**src/rtl/hanoi_move_gen.sv**
```systemverilog
// Optimal Tower-of-Hanoi move generator: streams the 2^N-1 moves that carry N disks
// from peg 0 to peg 2 over valid/ready, keeping per-peg disk counts.
//
// state | meaning
// IDLE  | waiting for start after reset, no move offered
// RUN   | offering move m on mv_fr/mv_to/mv_disk
// DONE  | tower sits on peg 2, waiting for a restart
module hanoi_move_gen #(
    parameter int N = 4,
    localparam int DW = $clog2(N),
    localparam int CW = $clog2(N + 1)
) (
    input  logic          clk,
    input  logic          rst,
    input  logic          start,
    output logic          mv_valid,
    input  logic          mv_ready,
    output logic [1:0]    mv_fr,
    output logic [1:0]    mv_to,
    output logic [DW-1:0] mv_disk,
    output logic [N-1:0]  move_cnt,
    output logic [CW-1:0] peg0_cnt,
    output logic [CW-1:0] peg1_cnt,
    output logic [CW-1:0] peg2_cnt,
    output logic          busy,
    output logic          done
);

    typedef enum logic [1:0] {
        IDLE = 2'd0,
        RUN  = 2'd1,
        DONE = 2'd2
    } state_t;

    localparam logic [N:0] FIRST = (N + 1)'(1);
    localparam logic [N:0] LAST  = {1'b0, {N{1'b1}}};
    localparam logic [N:0] THREE = (N + 1)'(3);

    state_t        state, state_nxt;
    logic [N:0]    m;
    logic [N:0]    m_next;
    logic [CW-1:0] peg [3];

    // The bit formulas move the tower onto peg 2 for odd N; even N needs pegs 1/2 swapped.
    function automatic logic [1:0] swap12(input logic [1:0] p);
        return ((N % 2 == 0) && (p != 2'd0)) ? 2'd3 - p : p;
    endfunction

    function automatic logic [1:0] src_peg(input logic [N:0] k);
        return swap12(2'((k & (k - 1'b1)) % THREE));
    endfunction

    function automatic logic [1:0] dst_peg(input logic [N:0] k);
        return swap12(2'(((k | (k - 1'b1)) + 1'b1) % THREE));
    endfunction

    function automatic logic [DW-1:0] disk_of(input logic [N-1:0] k);
        logic [DW-1:0] tz;
        tz = '0;
        for (int i = N - 1; i >= 0; i--) begin
            if (k[i]) tz = DW'(i);
        end
        return tz;
    endfunction

    assign m_next = m + 1'b1;

    always_ff @(posedge clk) begin
        if (rst) state <= IDLE;
        else     state <= state_nxt;
    end

    always_comb begin
        state_nxt = state;
        case (state)
            IDLE:    if (start) state_nxt = RUN;
            RUN:     if (mv_ready && (m == LAST)) state_nxt = DONE;
            DONE:    if (start) state_nxt = RUN;
            default: state_nxt = IDLE;
        endcase
    end

    always_ff @(posedge clk) begin
        if (rst) begin
            m        <= '0;
            mv_fr    <= 2'd0;
            mv_to    <= 2'd0;
            mv_disk  <= '0;
            move_cnt <= '0;
            peg[0]   <= CW'(N);
            peg[1]   <= '0;
            peg[2]   <= '0;
        end else if ((state != RUN) && start) begin
            m        <= FIRST;
            mv_fr    <= src_peg(FIRST);
            mv_to    <= dst_peg(FIRST);
            mv_disk  <= disk_of(FIRST[N-1:0]);
            move_cnt <= '0;
            peg[0]   <= CW'(N);
            peg[1]   <= '0;
            peg[2]   <= '0;
        end else if ((state == RUN) && mv_ready) begin
            move_cnt <= move_cnt + 1'b1;
            for (int i = 0; i < 3; i++) begin
                if (mv_fr == 2'(i))      peg[i] <= peg[i] - 1'b1;
                else if (mv_to == 2'(i)) peg[i] <= peg[i] + 1'b1;
            end
            // Last move stays on the outputs through DONE.
            if (m != LAST) begin
                m       <= m_next;
                mv_fr   <= src_peg(m_next);
                mv_to   <= dst_peg(m_next);
                mv_disk <= disk_of(m_next[N-1:0]);
            end
        end
    end

    assign mv_valid = (state == RUN);
    assign busy     = (state == RUN);
    assign done     = (state == DONE);
    assign peg0_cnt = peg[0];
    assign peg1_cnt = peg[1];
    assign peg2_cnt = peg[2];

endmodule

```
**config.mk**
```make
export PLATFORM = sky130hd
export DESIGN_NAME = hanoi_move_gen
export DESIGN_NICKNAME = d
export VERILOG_FILES = /design/src/rtl/hanoi_move_gen.sv
export SDC_FILE = /design/constraint.sdc
export NUM_CORES = 1
export LEC_CHECK = 0
export CAP_MARGIN = 20
export CORE_AREA = 2 2 65 67
export CTS_CLUSTER_DIAMETER = 80
export DETAILED_ROUTE_END_ITERATION = 10
export DIE_AREA = 0 0 67 69
export HOLD_SLACK_MARGIN = 0.02
export PLACE_DENSITY = 0.87
export RECOVER_POWER = 25
export REMOVE_ABC_BUFFERS = 1
export SLEW_MARGIN = 0
export SYNTH_ARGS = -nofsm -noshare
export SYNTH_HDL_FRONTEND = slang
export SYNTH_SLANG_ARGS = --single-unit
```
**constraint.sdc**
```tcl
create_clock -name clk -period 3.8 [get_ports clk]
set_input_delay 0.76 -clock clk [delete_from_list [all_inputs] [get_ports clk]]
set_output_delay 0.76 -clock clk [all_outputs]
set_load 0.02 [all_outputs]
```
; After elaboration in Yosys (flattened, before gate mapping)
; Memory sizes are Yosys's and may differ from the RTL's.
; Cells that the tools add are included.
; Widths: inputs -> output; s select.
[totals]
ff_bits = 17
ramBits = 9
in_bits = 4
n_memories = 1
[mem_list]
columns = name, depth, width, rd, rd_ports_with_merged_regs, wr, line_no
row1 = peg, 3, 3, 3, 0, 3, 42  ; logic [CW-1:0] peg [3];
[op_classes]
n_addsub = 12
div = 2
eq_ne = 11
n_mux = 62
bitwise = 11
reduce_logical = 15
[ops]
columns = cell, count
row1 = $mux 1, 44
row2 = $mux 3, 9
row3 = $mux 2, 8
row4 = $add 5x1->5 const B, 2
row5 = $mod 5x2->5 const B, 2
row6 = $add 3x1->3 const B, 3
row7 = $or 1x1->1, 9
row8 = $sub 3x1->3 const B, 3
row9 = $reduce_bool 2->1, 4
row10 = $eq 2x1->1 const B, 3
row11 = $eq 2x2->1 const B, 3
row12 = $logic_not 2->1, 3
row13 = $ne 2x1->1 const B, 3
row14 = $reduce_and 2->1, 3
row15 = $and 5x5->5, 1
row16 = $eq 5x4->1 const B, 1
row17 = $ne 5x4->1 const B, 1
row18 = $or 5x5->5, 1
row19 = $sub 5x1->5 const B, 1
row20 = $add 4x1->4 const B, 1
row21 = $pmux 2 s2, 1
row22 = $reduce_or 2->1, 2
row23 = $sub 2x2->2 const A, 2
row24 = $logic_and 1x1->1, 3

; Logic depth before layout (Yosys ltp)
[logic_depth]
word_depth = 10
mapped_depth = 17
ltp_nobuf = 16

; Worst setup path before layout
; Ideal clock, no wire load.
[synth_path]
path_type = reg-to-reg
start = register m[1]
end = register mv_to[1]
setup_ns = 0.087
arrival_ns = 3.103
required_time_ns = 3.713
slack_ns = 0.610
stages_incl_launch_ff = 17
synth_period_minus_slack_ns = 3.190
cell_sequence = dfxtp_1 ha_1 inv_1 ha_1 buf_2 nor2_1 nor3_1 nor2_1 a21oi_1 o21ai_0 a21o_1 ha_1 nor2_1 and2_1 o31ai_1 o311ai_0 o31ai_1
[synth_via]
elab_chain_cells = 7
[synth_lines]
columns = item, line_no
row1 = from (decl), 40  ; logic [N:0] m;
row2 = from (signal assigned), 110  ; m <= m_next;
row3 = $add 5x1->5 *, 66  ; assign m_next = m + 1'b1;
row4 = named net m_next[2], 41  ; logic [N:0] m_next;
row5 = $sub 5x1->5, 54  ; return swap12(2'(((k | (k - 1'b1)) + 1'b1) % THREE));
row6 = $or 5x5->5 *, 54
row7 = $add 5x1->5 *, 54
row8 = $mod 5x2->5 *, 54
row9 = $sub 2x2->2 / $reduce_bool 2->1 (equally long branches), 46  ; return ((N % 2 == 0) && (p != 2'd0)) ? 2'd3 - p : p;
row10 = $mux 2 *, 46
row11 = to (signal assigned), 96  ; mv_to <= dst_peg(FIRST);
row12 = to (signal assigned), 112  ; mv_to <= dst_peg(m_next);
row13 = to (decl), 19  ; output logic [1:0] mv_to,
; Mark *: on every way through the listed nets, which the timed path passes. The rest lies on a longest branch.
; A chain may end at the register's enable or synchronous reset.

; Final worst setup path
; Ends and elaborated chain as after synthesis.

==> reports/results.ini <==
[run_status]
status = completed

[die]
start_util_pct = 54.9
dieArea_sq_mm = 0.00462
rows = 23
die_w_um = 67
fp.coreArea_sq_mm = 0.00391
die_h_um = 69
io_pins = 26

[logic_synthesis]
synth_ff_type = dfxtp_1
synth_edf_count = 9
postSynthCellCount = 261
async_reset_ff_share_pct = 0
syn_area_sq_mm = 0.00215
synth-seq-cells = 26
synth_area_per_cell_sq_um = 8.23
synth_top_area_share_pct = 15.8
seq_area_frac_synth_pct = 28.4
yosysTopAreaCell = dfxtp_1
synth_cell_types = 62
synth_warnings = 0
synthTopCellsByArea = dfxtp_1 (16%), edfxtp_1 (13%), ha_1 (7.6%)

[worst_setup_path]
slowest_stage = dfxtp_4
critPathKind = register to register
crit_fanout = 12
crit_chain = ha_2 > inv_1 > ha_2 > or3b_1 > a21oi_1 > o21ai_0 > a21oi_2 > nor3_1 > a21o_1 > ha_1 > nor2_1 > and2_1 > o31ai_1 > o311ai_0 > o31ai_1
critPathArrivalTime_ns = 3.64
slowest_delay_ns = 0.40
worstSetupStartpointType = register
worstSetupEndpointType = register
cp_data_required_time_ns = 4.00

[power_and_ir_drop]
internal_power_uw = 496
seq_power_share_pct = 44.6
p_per_area_mw_per_mm2 = 283
ir_drop_v = 0.000127
swShare_pct = 30.3
comb_power_share_pct = 26.3
p_sw_uw = 215
p_leak_uw = 0.000887
pwr-share-clk_pct = 29.1

[global_routing]
antenna_found_initial = 0
grt_usage_pct = 24.3
grt_pass1_wl_mm = 8.99
grt_pass1_vias = 1983
grt_start_max_net_pins = 18
grt.overflow.total = 0

[clock_network]
cts_setup_buffers = 0
cts_sinks = 26
cts-htree-levels = 1
numCtsBuffers = 3
cts_buffer_depth = 2
cts_tree = built
hold_buffers = 0
cts.clk_slew.worst_paths_ns = 0.09
cts-root-buf = clkbuf_8
clock_latency_ns = 0.27

[sta]
period_needed_ns = 3.44
tightest_slew_ns = 0.921
hold_viol = 0
timing.final.max_slew_violations = 0
final.setup.tns_ns = 0
relSlewSlack_pct = 37.8
period_share_pct = 90.5
skew_ns = 0.00142
fmax_mhz = 291
rsz0062_at_grt = false
finalSetupViolations = 0

[finish]
fin_cells = 331
final_nets = 301
layout-drive-gt1-share_pct = 9.61
area_growth_pct = 16.9
final_area_sq_mm = 0.00251
antenna_cells = 0

[placed_design]
routabilityCongestion = 0.967
dpl.hpwl_mm = 3.92
port_buffers = 25
dp_cells = 327
dpl-instance-area_sq_mm = 0.00242

[routing]
wl_per_cell_um = 16.0
vias = 2030
wl_mm = 5.28
drtPass1Iterations = 4
ant_nets = 0
vias_per_cell = 6.13
drt_iter0_drc = 179
drc_errors = 0

[min_path]
hp-class = register to register

[flow_run]
max-cap-violations = 0

[final timing paths]
path / startpoint / endpoint / slack, ns / cells after the start
worst max-delay path: m[1] / mv_to[1] / 0.36 / 15
worst min-delay path: mv_disk[1] / mv_disk[1] / 0.46 / 2
worst max register to register: m[1] / mv_to[1] / 0.36 / 15
worst min register to register: mv_disk[1] / mv_disk[1] / 0.46 / 2
[flip-flops by register name, summed over array words and instances (netlist names)]
register and flops:
peg 9, m 5, move_cnt 4, mv_disk 2, mv_fr 2, mv_to 2
state 2
[logic make-up (layout without fill, tap and decap cells)]
logic type / after synthesis / in the layout / synth area share, %
AOI/OAI and AO/OA: 67 / 67 / 21.5
buffers and inverters: 23 / 43 / 5.24
muxes: 3 / 3 / 1.46
and+or+nand+nor: 114 / 114 / 27.4
adders and majority gates: 15 / 15 / 9.44
DFF: 26 / 26 / 28.4
xor gates and xnor gates: 13 / 13 / 6.52
[per-stage QoR]
| stage | power, uW | utilization [%] | hold WS (ns) | setup slack, ns |
|---|---|---|---|---|
| after global placement | 497 | 61.7 | 0.447 | 0.305 |
| after CTS | 705 | 63.4 | 0.466 | 0.0838 |
| after global routing | 742 | 64.2 | 0.477 | 0.0221 |
| after detailed placement | 504 | 61.7 | 0.453 | 0.126 |
| final | 712 | 64.2 | 0.459 | 0.360 |
| after floorplan | 440 | - | 0.478 | 0.405 |
[Yosys cell counts, drive strengths merged, types with 4 or more instances]
master / instances
o21ai: 12
xnor2: 7
ha: 13
nand2: 22
xor2: 6
buf: 7
nand3: 9
a21oi: 19
dfxtp: 17
a21o: 4
edfxtp: 9
nor2b: 8
inv: 10
nor2: 31
clkbuf: 6
o211ai: 4
nand2b: 5
nor3: 10
or3: 4
nor3b: 5
o31ai: 5
or2: 4
[power by group through the flow]
stage               Sequential [uW]  Combinational, uW  Clock (uW)
floorplan                       337                103           0
global placement                323                174           0
detailed placement              324                180           0
CTS                             318                182         205
global route                    320                208         215
finish                          317                187         207
[critical path: cells and delay by family, from the launching register on]
family	cells	cell delay, ns
AO/OA/AOI/OAI	7	1.34
adder cells (fa/ha/maj)	3	0.87
buffers and inverters	1	0.08
flip-flops	1	0.40
AND/OR/NAND/NOR	4	0.68
[routing by layer]
layer / vias up / global-route usage, % / share of wire, %
li1: 984 / - / -
met1: 948 / 31.5 / 43
met2: 83 / 41.5 / 50
met3: 15 / 1.14 / 4.3
met4: 0 / 9.52 / 2.8
met5: - / 0 / 0
[repair_timing]
action,CTS,global route
resized for setup,0,9
endpoints found under the setup margin,0,2
hold endpoints to repair,0,0
[layout by cell type, fill, tap and decap left out, drive strengths merged, types with 3 or more instances in the layout]
cell	instances
or2	4
xor2	6
nor3	10
buf	3
and3	3
a21oi	19
nor3b	5
dlygate4sd3	10
o21ai	12
nand2	22
edfxtp	9
nor2	31
clkdlybuf4s50	15
xnor2	7
nor2b	8
o31ai	5
nand3	9
ha	13
dfxtp	17
clkbuf	5
o211ai	4
inv	10
or3	4
a21o	4
nand2b	5
and2	3
[final cells by class]
class                   instances  area (sq um)
fillers                       329          1400
repair buffers                 29           277
clock buffers                   4          66.3
flip-flops and latches         26           614
inverters                      10          37.5
well taps                      50          62.6
multi-input cells             212          1450
(Power assumes the default switching activity.)
==> RTL change 1: new RTL, same flow settings <==
The parameter `N` goes from 4 to 2.
--- a/src/rtl/hanoi_move_gen.sv
+++ b/src/rtl/hanoi_move_gen.sv
@@ -8,3 +8,3 @@
 module hanoi_move_gen #(
-    parameter int N = 4,
+    parameter int N = 2,
     localparam int DW = $clog2(N),
Ports: changed (5 resized); port bits go from 26 to 20. No check against the original RTL was run, so the function may have changed too.
==> RTL change 1 against the unedited design <==
Synthesized cell count shrank 57%; wire length decreased by 62%; die area stayed put; power shrank 40%; setup slack better by 1.2 ns; core utilization shrank 31 points; cell count shrank 46%; sequential cell count is 8 lower; fmax rose by 54%; cell area fell by 49%; register-to-register slack improved by 1.8 ns; synthesized area decreased by 52%.
==> RTL change 1: results (changes against the unedited design) <==
INFO  metric result_of_the_run = complete, no violations
INFO  metric synth-edff-count = 6 (-3)
INFO  metric timing.hold.worst.start = mv_disk
INFO  metric grt_pass1_wl = 3491 um (-61%)
INFO  metric wl_per_cell = 11.26 um (-29%)
INFO  metric postSynthCellCount = 111 (-57%)
INFO  metric place.detailed.hpwl = 1484 um (-62%)
INFO  metric critPathMaxFanout = 5 (-7)
INFO  metric yosys.cell_types.count = 37 (-40%)
INFO  metric num-fill-cells = 437 (+33%)
INFO  metric irDropWorstVdd = 0.0002759 V (+120%)
INFO  metric cp_slowest_stage_delay = 0.61 ns (+0.21 ns)
INFO  metric layout.nets = 141 (-53%)
INFO  metric yosys.area_share.adder = 8.413% (-1.0 points)
INFO  metric grt_max_degree = 12 (-6)
INFO  metric portBuffers = 19 (-24%)
INFO  metric post_synth_main_area_contributors = dfxtp_1, edfxtp_1, ha_1
INFO  metric critPathSlowestCell = clkdlybuf4s50_1
INFO  metric yosys-mux-area-fraction = 0.9615% (-0.49 points)
INFO  metric postPlaceCellArea = 0.001261 mm^2 (-48%)
INFO  metric critical_path.endpoint = mv_valid
INFO  metric wl = 2016 um (-62%)
INFO  metric gp_congestion = 0.7688 (-21%)
INFO  metric gr-usage-all-layers = 9.469% (-15 points)
INFO  metric hold_slack = 0.4644 ns (+0.004974 ns)
INFO  metric ff2ff_path_depth = 5 (-10)
INFO  metric detailedPlace.worstSlack = 1.477 ns (+1.351 ns)
INFO  metric drt-initial-drc-count = 25 (-86%)
INFO  metric reg.largest.list = peg: 6 flops, m: 3 flops
==> RTL change 1: cell count changes in the layout (fill, tap and decap cells not counted), moves of 4 or more <==
cell / unedited run / this run
inv_1: 10 / 6
o31ai_1: 5 / 1
or2_2: 4 / 0
nor3b_1: 5 / 0
nor2_1: 30 / 9
nand3_1: 9 / 1
dfxtp_1: 16 / 12
nand2_1: 22 / 16
nand3b_1: 1 / 5
nor2b_1: 8 / 3
dlygate4sd3_1: 10 / 1
nor3_1: 9 / 0
o21ai_0: 10 / 4
a21oi_1: 17 / 8
==> RTL change 1: worst register-to-register path, cell delays in order, from the launching register on <==
cell	delay, ns
dfxtp_1	0.36
ha_1	0.23
ha_1	0.23
nor2_1	0.43
xnor2_1	0.20
a21oi_1	0.09
==> RTL change 1: layout make-up <==
type,count,area [um^2],area share (%)
Tap cell,50,62.56,4.888
Timing Repair Buffer,19,190.2,14.86
Clock buffer,3,41.29,3.226
Inverter,6,22.52,1.760
Clock inverter,1,3.754,0.2933
Sequential cell,18,420.4,32.84
Multi-Input combinational cell,82,539.3,42.13
==> RTL change 1: report_power, final <==
part / total (mW) / internal (mW) / switching (mW)
logic: 0.0705 / 0.0333 / 0.0372
registers: 0.219 / 0.208 / 0.0106
clock network: 0.139 / 0.0720 / 0.0667
total: 0.428 / 0.313 / 0.115
==> RTL change 1: per-layer routing <==
layer | share of wire [%] | vias up | track usage [%] | wire length (um)
li1 | - | 415 | - | -
met1 | 46 | 371 | 11.54 | 933
met2 | 45 | 29 | 15.51 | 911
met3 | 7.5 | 2 | 3.263 | 152
met4 | 0.94 | 0 | 2.721 | 19
met5 | 0 | - | 0 | 0
==> RTL change 2: new RTL, config.mk and constraints unchanged <==
Made on the original files. The 3 states of `state_t` get a one-hot encoding in 3 bits.
--- a/src/rtl/hanoi_move_gen.sv
+++ b/src/rtl/hanoi_move_gen.sv
@@ -28,6 +28,6 @@
 
-    typedef enum logic [1:0] {
-        IDLE = 2'd0,
-        RUN  = 2'd1,
-        DONE = 2'd2
+    typedef enum logic [2:0] {
+        IDLE = 3'b001,
+        RUN  = 3'b010,
+        DONE = 3'b100
     } state_t;
Behaviour: no difference found for any inputs over 10 cycles, from zero or initial values and one cycle with rst high; not proved beyond that.
==> RTL change 2 against the unedited design <==
Clock skew increased by 0.0037 ns; critical path type unchanged; non-clock buffer count increased by 1; wire length down 10%; power shrank 17%; count of clock-buffer cells in the layout shrank 1; sequential cell count increased by 1; synthesized cell count unchanged; cell area is 0.90% lower; synthesized area rose by 0.52%; setup slack got worse by 0.021 ns; combinational power is 46% lower.
==> RTL change 2: results (changes against the unedited design) <==
INFO  metric result_of_the_run = complete, no violations
INFO  metric gr-usage-all-layers = 21.46% (-2.8 points)
INFO  metric timing.max_slew.rel_slack = 43.66% (+5.8 points)
INFO  metric drt-initial-drc-count = 114 (-36%)
INFO  metric grtUsageMet3 = 2.284% (+1.1 points)
INFO  metric gp_congestion = 0.8950 (-7.5%)
INFO  metric leakagePower = 0.9075 nW (+2.4%)
INFO  metric timing.clock.skew = 0.005121 ns (+0.003701 ns)
INFO  metric layout.nets = 303 (+0.66%)
INFO  metric met1_usage = 28.18% (-3.3 points)
INFO  metric critical_path.endpoint = mv_to[0]
INFO  metric critPathMaxFanout = 8 (-4)
INFO  metric yosys.cell_types.count = 61 (-1.6%)
INFO  metric worst_ep_arrival = 3.67 ns (+0.03 ns)
INFO  metric ff2ff_path_depth = 13 (-2)
INFO  metric wire_length_the_detailed_router_placed_on_met1 = 2092 um (-7.6%)
INFO  metric detailedPlace.worstSlack = 0.4157 ns (+0.2899 ns)
INFO  metric drive_gt1_share = 8.127% (-1.5 points)
INFO  metric place.detailed.hpwl = 3669 um (-6.4%)
INFO  metric grt_pass1_wl = 7962 um (-11%)
INFO  metric wl_per_cell = 14.23 um (-11%)
INFO  metric dr_wl_met2 = 2376 um (-10%)
INFO  metric number_of_global_route_vias_before_repair = 1797 (-9.4%)
INFO  metric yosys-top-cells-count = nor2_1, a21oi_1, nand2_1, dfxtp_1
INFO  metric grt_max_degree = 17 (-1)
INFO  metric post_synth_main_area_contributors = dfxtp_1, edfxtp_1, ha_1
INFO  metric seq_area_frac_synth = 29.20% (+0.78 points)
INFO  metric finalWorstPathRequiredPeriod = 3.460 ns (+0.02083 ns)
INFO  metric irDropWorstVdd = 0.0001253 V (-1.4%)
RTL change 2: changes by cell type in the layout (fill, tap and decap cells not counted), moves of 3 or more:
cell | unedited run | this run
inv_1 | 10 | 13
o31ai_1 | 5 | 0
a21oi_1 | 17 | 23
nand2b_1 | 5 | 8
ha_1 | 10 | 13
nor2b_1 | 8 | 2
nor3b_1 | 5 | 1
nor3_1 | 9 | 6
nor2_1 | 30 | 35
RTL change 2: power groups by stage:
stage	clock [mW]	sequential, mW	combinational [mW]
after floorplan	0	0.333	0.0557
after global placement	0	0.324	0.0987
after detailed placement	0	0.324	0.102
after CTS	0.172	0.318	0.103
after global routing	0.183	0.319	0.111
final	0.171	0.318	0.101
RTL change 2: how the worst min path moves through the flow:
stage,start,end,cells after the start
3_3_place_gp,mv_disk[1],mv_disk[1],2
6_report,mv_disk[1],mv_disk[1],2
2_1_floorplan,m[4],m[4],2
3_5_place_dp,mv_disk[1],mv_disk[1],2
5_1_grt,mv_disk[1],mv_disk[1],2
4_1_cts,mv_disk[1],mv_disk[1],2
RTL change 2: cell families after synthesis:
family / synth area share [%]
simple gates: 26.19
compound gates: 24.05
flops: 29.20
buf+inv: 5.446
fa+ha+maj: 9.386
xor+xnor: 3.650
mux: 2.086
RTL change 2: cell type report:
| cell class | instances | area, um^2 |
|---|---|---|
| clock inverters | 1 | 6.256 |
| inverters | 13 | 48.80 |
| repair buffers | 30 | 287.8 |
| well taps | 50 | 62.56 |
| flip-flops and latches | 27 | 630.6 |
| multi-input cells | 209 | 1411 |
| fillers | 362 | 1425 |
| clock buffers | 3 | 41.29 |
RTL change 2: through the flow:
stage	cell area, um^2	cells
2_1_floorplan	2091	249
3_3_place_gp	2441	329
3_5_place_dp	2441	329
4_1_cts	2489	333
5_1_grt	2489	333
6_report	2489	333
